`src/rtl/axi_ux_pkg.sv`:
```
// axi_ux_pkg: shared types and default widths for the AXI tile router.
//   ost_entry_t : one accepted-but-unfinished transaction (tile index,
//                 burst length minus one, unmapped flag).
//   make_entry  : packs the three fields into an ost_entry_t.
package axi_ux_pkg;

  localparam int AXI_INADR_DEF = 12;
  localparam int ADDR_TILE_DEF = 4;
  localparam int TILES_DEF     = 16;
  localparam int OUTSTND_DEF   = 4;

  // Index field is stored at a fixed width so the entry layout does not
  // depend on the router's parameters; ADDR_TILE may be at most IDX_W.
  localparam int IDX_W = 8;

  typedef struct packed {
    logic [IDX_W-1:0] idx;
    logic [7:0]       alen;
    logic             unmapped;
  } ost_entry_t;

  localparam int ENTRY_W = $bits(ost_entry_t);

  function automatic ost_entry_t make_entry(input logic [IDX_W-1:0] idx,
                                            input logic [7:0]       alen,
                                            input logic             unmapped);
    ost_entry_t e;
    e.idx      = idx;
    e.alen     = alen;
    e.unmapped = unmapped;
    return e;
  endfunction

endpackage

```
`src/rtl/axi_ux_fifo.sv`:
```
// axi_ux_fifo: ordered queue of outstanding transactions.
//   clk, rst_n  : clock, synchronous active-low reset (clears pointers/count)
//   push, din   : write request and data (ignored while full)
//   pop, dout   : read request (ignored while empty) and head entry
//   full, empty : occupancy flags
//   count       : number of stored entries, 0..DEPTH
module axi_ux_fifo #(
  parameter int WIDTH = 8,
  parameter int DEPTH = 4
) (
  input  logic                     clk,
  input  logic                     rst_n,
  input  logic                     push,
  input  logic [WIDTH-1:0]         din,
  input  logic                     pop,
  output logic [WIDTH-1:0]         dout,
  output logic                     full,
  output logic                     empty,
  output logic [$clog2(DEPTH):0]   count
);

  localparam int PW = $clog2(DEPTH);
  localparam int CW = PW + 1;

  logic [WIDTH-1:0] mem_r [DEPTH];
  logic [PW-1:0]    wr_ptr_r;
  logic [PW-1:0]    rd_ptr_r;
  logic [CW-1:0]    count_r;
  logic             do_push_s;
  logic             do_pop_s;

  assign full      = (count_r == CW'(DEPTH));
  assign empty     = (count_r == {CW{1'b0}});
  assign count     = count_r;
  assign dout      = mem_r[rd_ptr_r];
  // A full queue refuses writes even when the head leaves in the same cycle.
  assign do_push_s = push & ~full;
  assign do_pop_s  = pop & ~empty;

  // Entry storage; contents are meaningless until written, so no reset.
  always_ff @(posedge clk) begin
    if (do_push_s) begin
      mem_r[wr_ptr_r] <= din;
    end
  end

  // Pointers wrap naturally at DEPTH (power of two); count tracks occupancy.
  always_ff @(posedge clk) begin
    if (!rst_n) begin
      wr_ptr_r <= {PW{1'b0}};
      rd_ptr_r <= {PW{1'b0}};
      count_r  <= {CW{1'b0}};
    end else begin
      if (do_push_s) begin
        wr_ptr_r <= wr_ptr_r + PW'(1);
      end
      if (do_pop_s) begin
        rd_ptr_r <= rd_ptr_r + PW'(1);
      end
      case ({do_push_s, do_pop_s})
        2'b10:   count_r <= count_r + CW'(1);
        2'b01:   count_r <= count_r - CW'(1);
        default: count_r <= count_r;
      endcase
    end
  end

endmodule

```
`src/rtl/axi_ux_route.sv`:
```
// axi_ux_route: routes AXI address/data bursts to one of TILES tile ports.
//   clk, rst_n                       : clock, synchronous active-low reset
//   AXI_ADDR/ALEN/AVALID, AXI_AREADY : upstream address channel
//   AXI_VALID, AXI_READY, AXI_LAST   : upstream data channel
//   tile_AXI_AVALID/AREADY           : per-tile address handshake
//   tile_AXI_VALID/READY             : per-tile data handshake
//   dec_err                          : one-cycle pulse after an unmapped address
//   outstanding                      : accepted-but-unfinished transactions
// Data beats always belong to the oldest outstanding address; unmapped
// bursts are absorbed locally.
module axi_ux_route
  import axi_ux_pkg::*;
#(
  parameter int AXI_INADR = AXI_INADR_DEF,
  parameter int ADDR_TILE = ADDR_TILE_DEF,
  parameter int TILES     = TILES_DEF,
  parameter int OUTSTND   = OUTSTND_DEF
) (
  input  logic                       clk,
  input  logic                       rst_n,
  input  logic [AXI_INADR-1:0]       AXI_ADDR,
  input  logic [7:0]                 AXI_ALEN,
  input  logic                       AXI_AVALID,
  output logic                       AXI_AREADY,
  input  logic                       AXI_VALID,
  output logic                       AXI_READY,
  output logic                       AXI_LAST,
  input  logic [TILES-1:0]           tile_AXI_AREADY,
  input  logic [TILES-1:0]           tile_AXI_READY,
  output logic [TILES-1:0]           tile_AXI_AVALID,
  output logic [TILES-1:0]           tile_AXI_VALID,
  output logic                       dec_err,
  output logic [$clog2(OUTSTND):0]   outstanding
);

  localparam logic [ADDR_TILE:0] TILES_LIM = (ADDR_TILE + 1)'(TILES);

  logic [ADDR_TILE-1:0] idx_s;
  logic                 unmapped_s;
  logic                 full_s;
  logic                 empty_s;
  ost_entry_t           head_s;
  logic [ADDR_TILE-1:0] head_idx_s;
  logic                 addr_hs_s;
  logic                 data_hs_s;
  logic                 pop_s;
  logic [7:0]           beat_r;
  logic                 dec_err_r;

  assign idx_s      = AXI_ADDR[AXI_INADR-1 -: ADDR_TILE];
  assign unmapped_s = ({1'b0, idx_s} >= TILES_LIM);
  assign head_idx_s = head_s.idx[ADDR_TILE-1:0];

  // Address-side routing: only a mapped tile sees AVALID; unmapped
  // addresses are accepted by the router itself.
  always_comb begin
    tile_AXI_AVALID = {TILES{1'b0}};
    AXI_AREADY      = 1'b0;
    if (full_s) begin
      AXI_AREADY = 1'b0;
    end else if (unmapped_s) begin
      AXI_AREADY = 1'b1;
    end else begin
      AXI_AREADY             = tile_AXI_AREADY[idx_s];
      tile_AXI_AVALID[idx_s] = AXI_AVALID;
    end
  end

  // Data-side routing follows the queue head; unmapped heads are sunk.
  always_comb begin
    tile_AXI_VALID = {TILES{1'b0}};
    AXI_READY      = 1'b0;
    AXI_LAST       = 1'b0;
    if (empty_s) begin
      AXI_READY = 1'b0;
    end else if (head_s.unmapped) begin
      AXI_READY = 1'b1;
      AXI_LAST  = (beat_r == head_s.alen);
    end else begin
      AXI_READY                  = tile_AXI_READY[head_idx_s];
      tile_AXI_VALID[head_idx_s] = AXI_VALID;
      AXI_LAST                   = (beat_r == head_s.alen);
    end
  end

  assign addr_hs_s = AXI_AVALID & AXI_AREADY;
  assign data_hs_s = AXI_VALID & AXI_READY;
  assign pop_s     = data_hs_s & AXI_LAST;

  axi_ux_fifo #(
    .WIDTH (ENTRY_W),
    .DEPTH (OUTSTND)
  ) u_fifo (
    .clk   (clk),
    .rst_n (rst_n),
    .push  (addr_hs_s),
    .din   (make_entry(IDX_W'(idx_s), AXI_ALEN, unmapped_s)),
    .pop   (pop_s),
    .dout  (head_s),
    .full  (full_s),
    .empty (empty_s),
    .count (outstanding)
  );

  // Beat counter for the head burst and the decode-error pulse.
  always_ff @(posedge clk) begin
    if (!rst_n) begin
      beat_r    <= 8'd0;
      dec_err_r <= 1'b0;
    end else begin
      dec_err_r <= addr_hs_s & unmapped_s;
      if (pop_s) begin
        beat_r <= 8'd0;
      end else if (data_hs_s) begin
        beat_r <= beat_r + 8'd1;
      end else begin
        beat_r <= beat_r;
      end
    end
  end

  assign dec_err = dec_err_r;

endmodule

```
`config.mk`:
```
export PLATFORM = sky130hd
export DESIGN_NAME = axi_ux_route
export DESIGN_NICKNAME = d
export VERILOG_FILES = /design/src/rtl/axi_ux_pkg.sv /design/src/rtl/axi_ux_fifo.sv /design/src/rtl/axi_ux_route.sv
export SDC_FILE = /design/constraint.sdc
export NUM_CORES = 1
export LEC_CHECK = 0
export BUFFER_PORTS_ARGS = -buffer_cell sky130_fd_sc_hd__buf_2
export CORE_ASPECT_RATIO = 0.75
export CORE_UTILIZATION = 37
export DETAILED_ROUTE_END_ITERATION = 8
export PLACE_DENSITY = 0.68
export RECOVER_POWER = 50
export SLEW_MARGIN = 20
export SYNTH_ARGS = -nofsm -noshare
export SYNTH_HDL_FRONTEND = slang
export SYNTH_SLANG_ARGS = --single-unit
```
`constraint.sdc`:
```
create_clock -name clk -period 4.9 [get_ports clk]
set_input_delay 0.49 -clock clk [delete_from_list [all_inputs] [get_ports clk]]
set_output_delay 0.49 -clock clk [all_outputs]
set_load 0.01 [all_outputs]
```
==> summary.txt <==
Synth Cell Area - 3338 µm²
Synth Area per Inst - 13.09 µm²
CP Capture Type - flop
placed cell count - 438
die footprint - 9410 µm²
initial cell density of the core - 0.3882
period utilization - 0.8140
most common flop cell mapped by yosys - edfxtp_1
worst hold start - AXI_ALEN[2]
# fillers - 802
Via density - 4.943
# port buffers - 85
status - complete, but fails checks
pwr dens - 338.3 nW/µm²
fin crit period - 3.989 ns
Clk pin slew, worst setup/hold paths - 0.05 ns
arrival time worst endpoint - 4.23 ns
total track usage - 0.1458
cells after synthesis - 255
max-slew violation count - 0
Peak VDD IR - 222.5 µV
CTS HTree Levels - 3
placer congestion estimate - 0.8220
global-route wire length before repair - 10680 µm
share of cells above drive strength 1 - 0.2543
HP Class - input port to flop
initial antenna violation count - 0
Synth area leader - edfxtp_1
top cells by area, synth - edfxtp_1, dfxtp_1, mux4_1
Congestion Overflow GR - 0
crit path kind - flop to flop
DR iter-0 viols - 146
io pins - 95
# setup viols final - 0
final wirelength - 6459 µm
critical path's slowest cell - dfxtp_1
Post-Syn Nets - 318
distinct cell type count after synthesis - 46
Area Overhead vs Synth - 22.15%
final std cells w/o fill - 454
CTS sink count - 65
CP bufs+invs - 1
cts-stage hold buffer count - 0
row count - 29
slew margin rel. - 0.4114
CTS root buf - clkbuf_16
CTS tree - done
Worst Skew - 0.005661 ns
total number of vias - 2244
Seq/Total Area, Yosys - 0.5337
ant diodes - 0
Worst R2R Setup Slack - 0.91 ns
crit-path max cell delay - 0.78 ns
CTS Buf Count - 9
post-route ant nets - 0
failing checks - DRC
vias in the first global route - 2196
Seq cells post-synth - 65
Nets - 404
CP required - 5.15 ns
synth warn - 0
transition time of the tightest slew-check pin - 0.8824 ns
family with the most delay on the worst path - simple AND/OR/NAND/NOR gates
post-DP HPWL - 4718 µm
Max Fclk - 0.2507 GHz
routed len/inst - 14.23 µm
Bufs on Longest Clock Path - 2
core area - 8600 µm²
number of enable flip-flop cells after synthesis - 48
Post-CTS Setup Inserts - 0
clk_lat worst skew - 0.32 ns
max_cap viols - 0
peak fanout along the critical path - 12
Hold Worst Slack - 0.4322 ns
die span in x - 111.7 µm
Setup TNS - 0 ns
Post-CTS Resized - 0
Critical Path Source Type - flop
FFs w/ async S/R, synth - 0
TritonRoute pass-1 iters - 6
worst path cell trace - mux4_1 -> xnor2_1 -> nand4_1 -> or4_4 -> a21oi_1 -> ha_1 -> inv_1 -> fa_1 -> xor2_1 -> or3_1 -> a21boi_0
Leak - 1.497 nW
Final Hold Vio Count - 0
Yosys top cell area share - 0.4318
Die Y - 84.26 µm
Post-route DRC - 9
RSZ-0062 raised after global routing - no
largest net degree at the start of global routing - 13
## layout by cell type, fill, tap and decap left out, types with 2 or more instances in the layout
cell and instances:
buf_2 54, dfxtp_1 17, or4_4 2, or3_1 5, inv_6 2, mux4_1 10, nor2b_1 3, a21oi_1 4
a21boi_0 2, o21ai_0 4, xnor2_1 12, nor2_1 42, clkbuf_16 9, clkinv_2 2, o31ai_1 2, xor2_1 3
and2_1 9, mux4_2 7, nand2b_1 3, o21a_1 2, nand3b_1 4, nand2_1 13, nand3_1 6, clkbuf_1 31
and2_0 2, ha_1 6, edfxtp_1 48, mux2i_1 12, inv_1 8
## routing by layer
layer | track usage | wire, µm | vias to the layer above
li1 | - | - | 1113
met1 | 0.2029 | 3188 | 1065
met2 | 0.2196 | 2874 | 57
met3 | 0.03971 | 313 | 9
met4 | 0.05037 | 82 | 0
met5 | 0 | 0 | -
## worst register-to-register path, cell delays in order, from the launching register on
cell and delay [ns]:
dfxtp_1 0.78, mux4_1 0.71, xnor2_1 0.17, nand4_1 0.12, or4_4 0.54, a21oi_1 0.28, ha_1 0.24, inv_1 0.06
fa_1 0.37, xor2_1 0.16, or3_1 0.30, a21boi_0 0.18
## logic make-up (layout without fill, tap and decap cells)
kind of cell / after synthesis / in the layout / synth area share
multiplexers: 31 / 31 / 0.1720
XOR/XNOR: 15 / 15 / 0.03936
flip-flops: 65 / 65 / 0.5337
AND/OR/NAND/NOR: 97 / 97 / 0.1447
AO/OA/AOI/OAI: 21 / 21 / 0.04872
adder cells (fa/ha/maj): 7 / 7 / 0.02849
buffers and inverters: 18 / 109 / 0.03186
other: 1 / 1 / 0.001123
## metrics by stage
stage / setup WS [ns] / util / cell area [µm²] / total power, mW
after CTS: 0.8181 / 0.4787 / 4116 / 1.395
after floorplan: 1.488 / - / 3338 / 0.7294
after detailed placement: 0.8639 / 0.4445 / 3822 / 0.7773
after global placement: 0.9365 / 0.4445 / 3822 / 0.7726
after global routing: 0.6876 / 0.4742 / 4078 / 1.434
final: 0.9112 / 0.4742 / 4078 / 1.379
## power by group
group          internal, mW  switching (mW)  leakage [nW]
sequential            0.611         0.00712         0.573
combinational        0.0644          0.0797         0.780
clock                 0.393           0.224         0.144
## synthesized netlist by cell type, types with 5 or more instances
| cell type | number |
|---|---|
| inv_1 | 8 |
| nor2_1 | 42 |
| xnor2_1 | 12 |
| and2_1 | 11 |
| mux2i_1 | 12 |
| mux4_2 | 7 |
| ha_1 | 6 |
| edfxtp_1 | 48 |
| or3_1 | 5 |
| dfxtp_1 | 17 |
| mux4_1 | 10 |
| nand3_1 | 6 |
| nand2_1 | 13 |
## area by class of cell
cell class / instances / area (µm²) / area share
sequential: 65 / 1782 / 0.4369
multi-input combinational: 172 / 1450 / 0.3556
timing repair buffer: 85 / 386.6 / 0.09481
clock buffer: 9 / 225.2 / 0.05523
tap: 108 / 135.1 / 0.03314
clock inverter: 7 / 68.82 / 0.01688
inverter: 8 / 30.03 / 0.007364
## registers in the layout (all words and copies together), names as in the netlist, named ones only
name	flops
u_fifo.mem_r	48
u_fifo.rd_ptr_r	2
beat_r	8
u_fifo.wr_ptr_r	2
u_fifo.count	3
## worst paths after layout
kind / cells past startpoint / to
worst min register to register: 2 / u_fifo.rd_ptr_r[1]
worst max-delay path: 11 / u_fifo.count[2]
worst max register to register: 11 / u_fifo.count[2]
worst min-delay path: 1 / u_fifo.mem_r[0][2]
(Power assumes the default switching activity.)
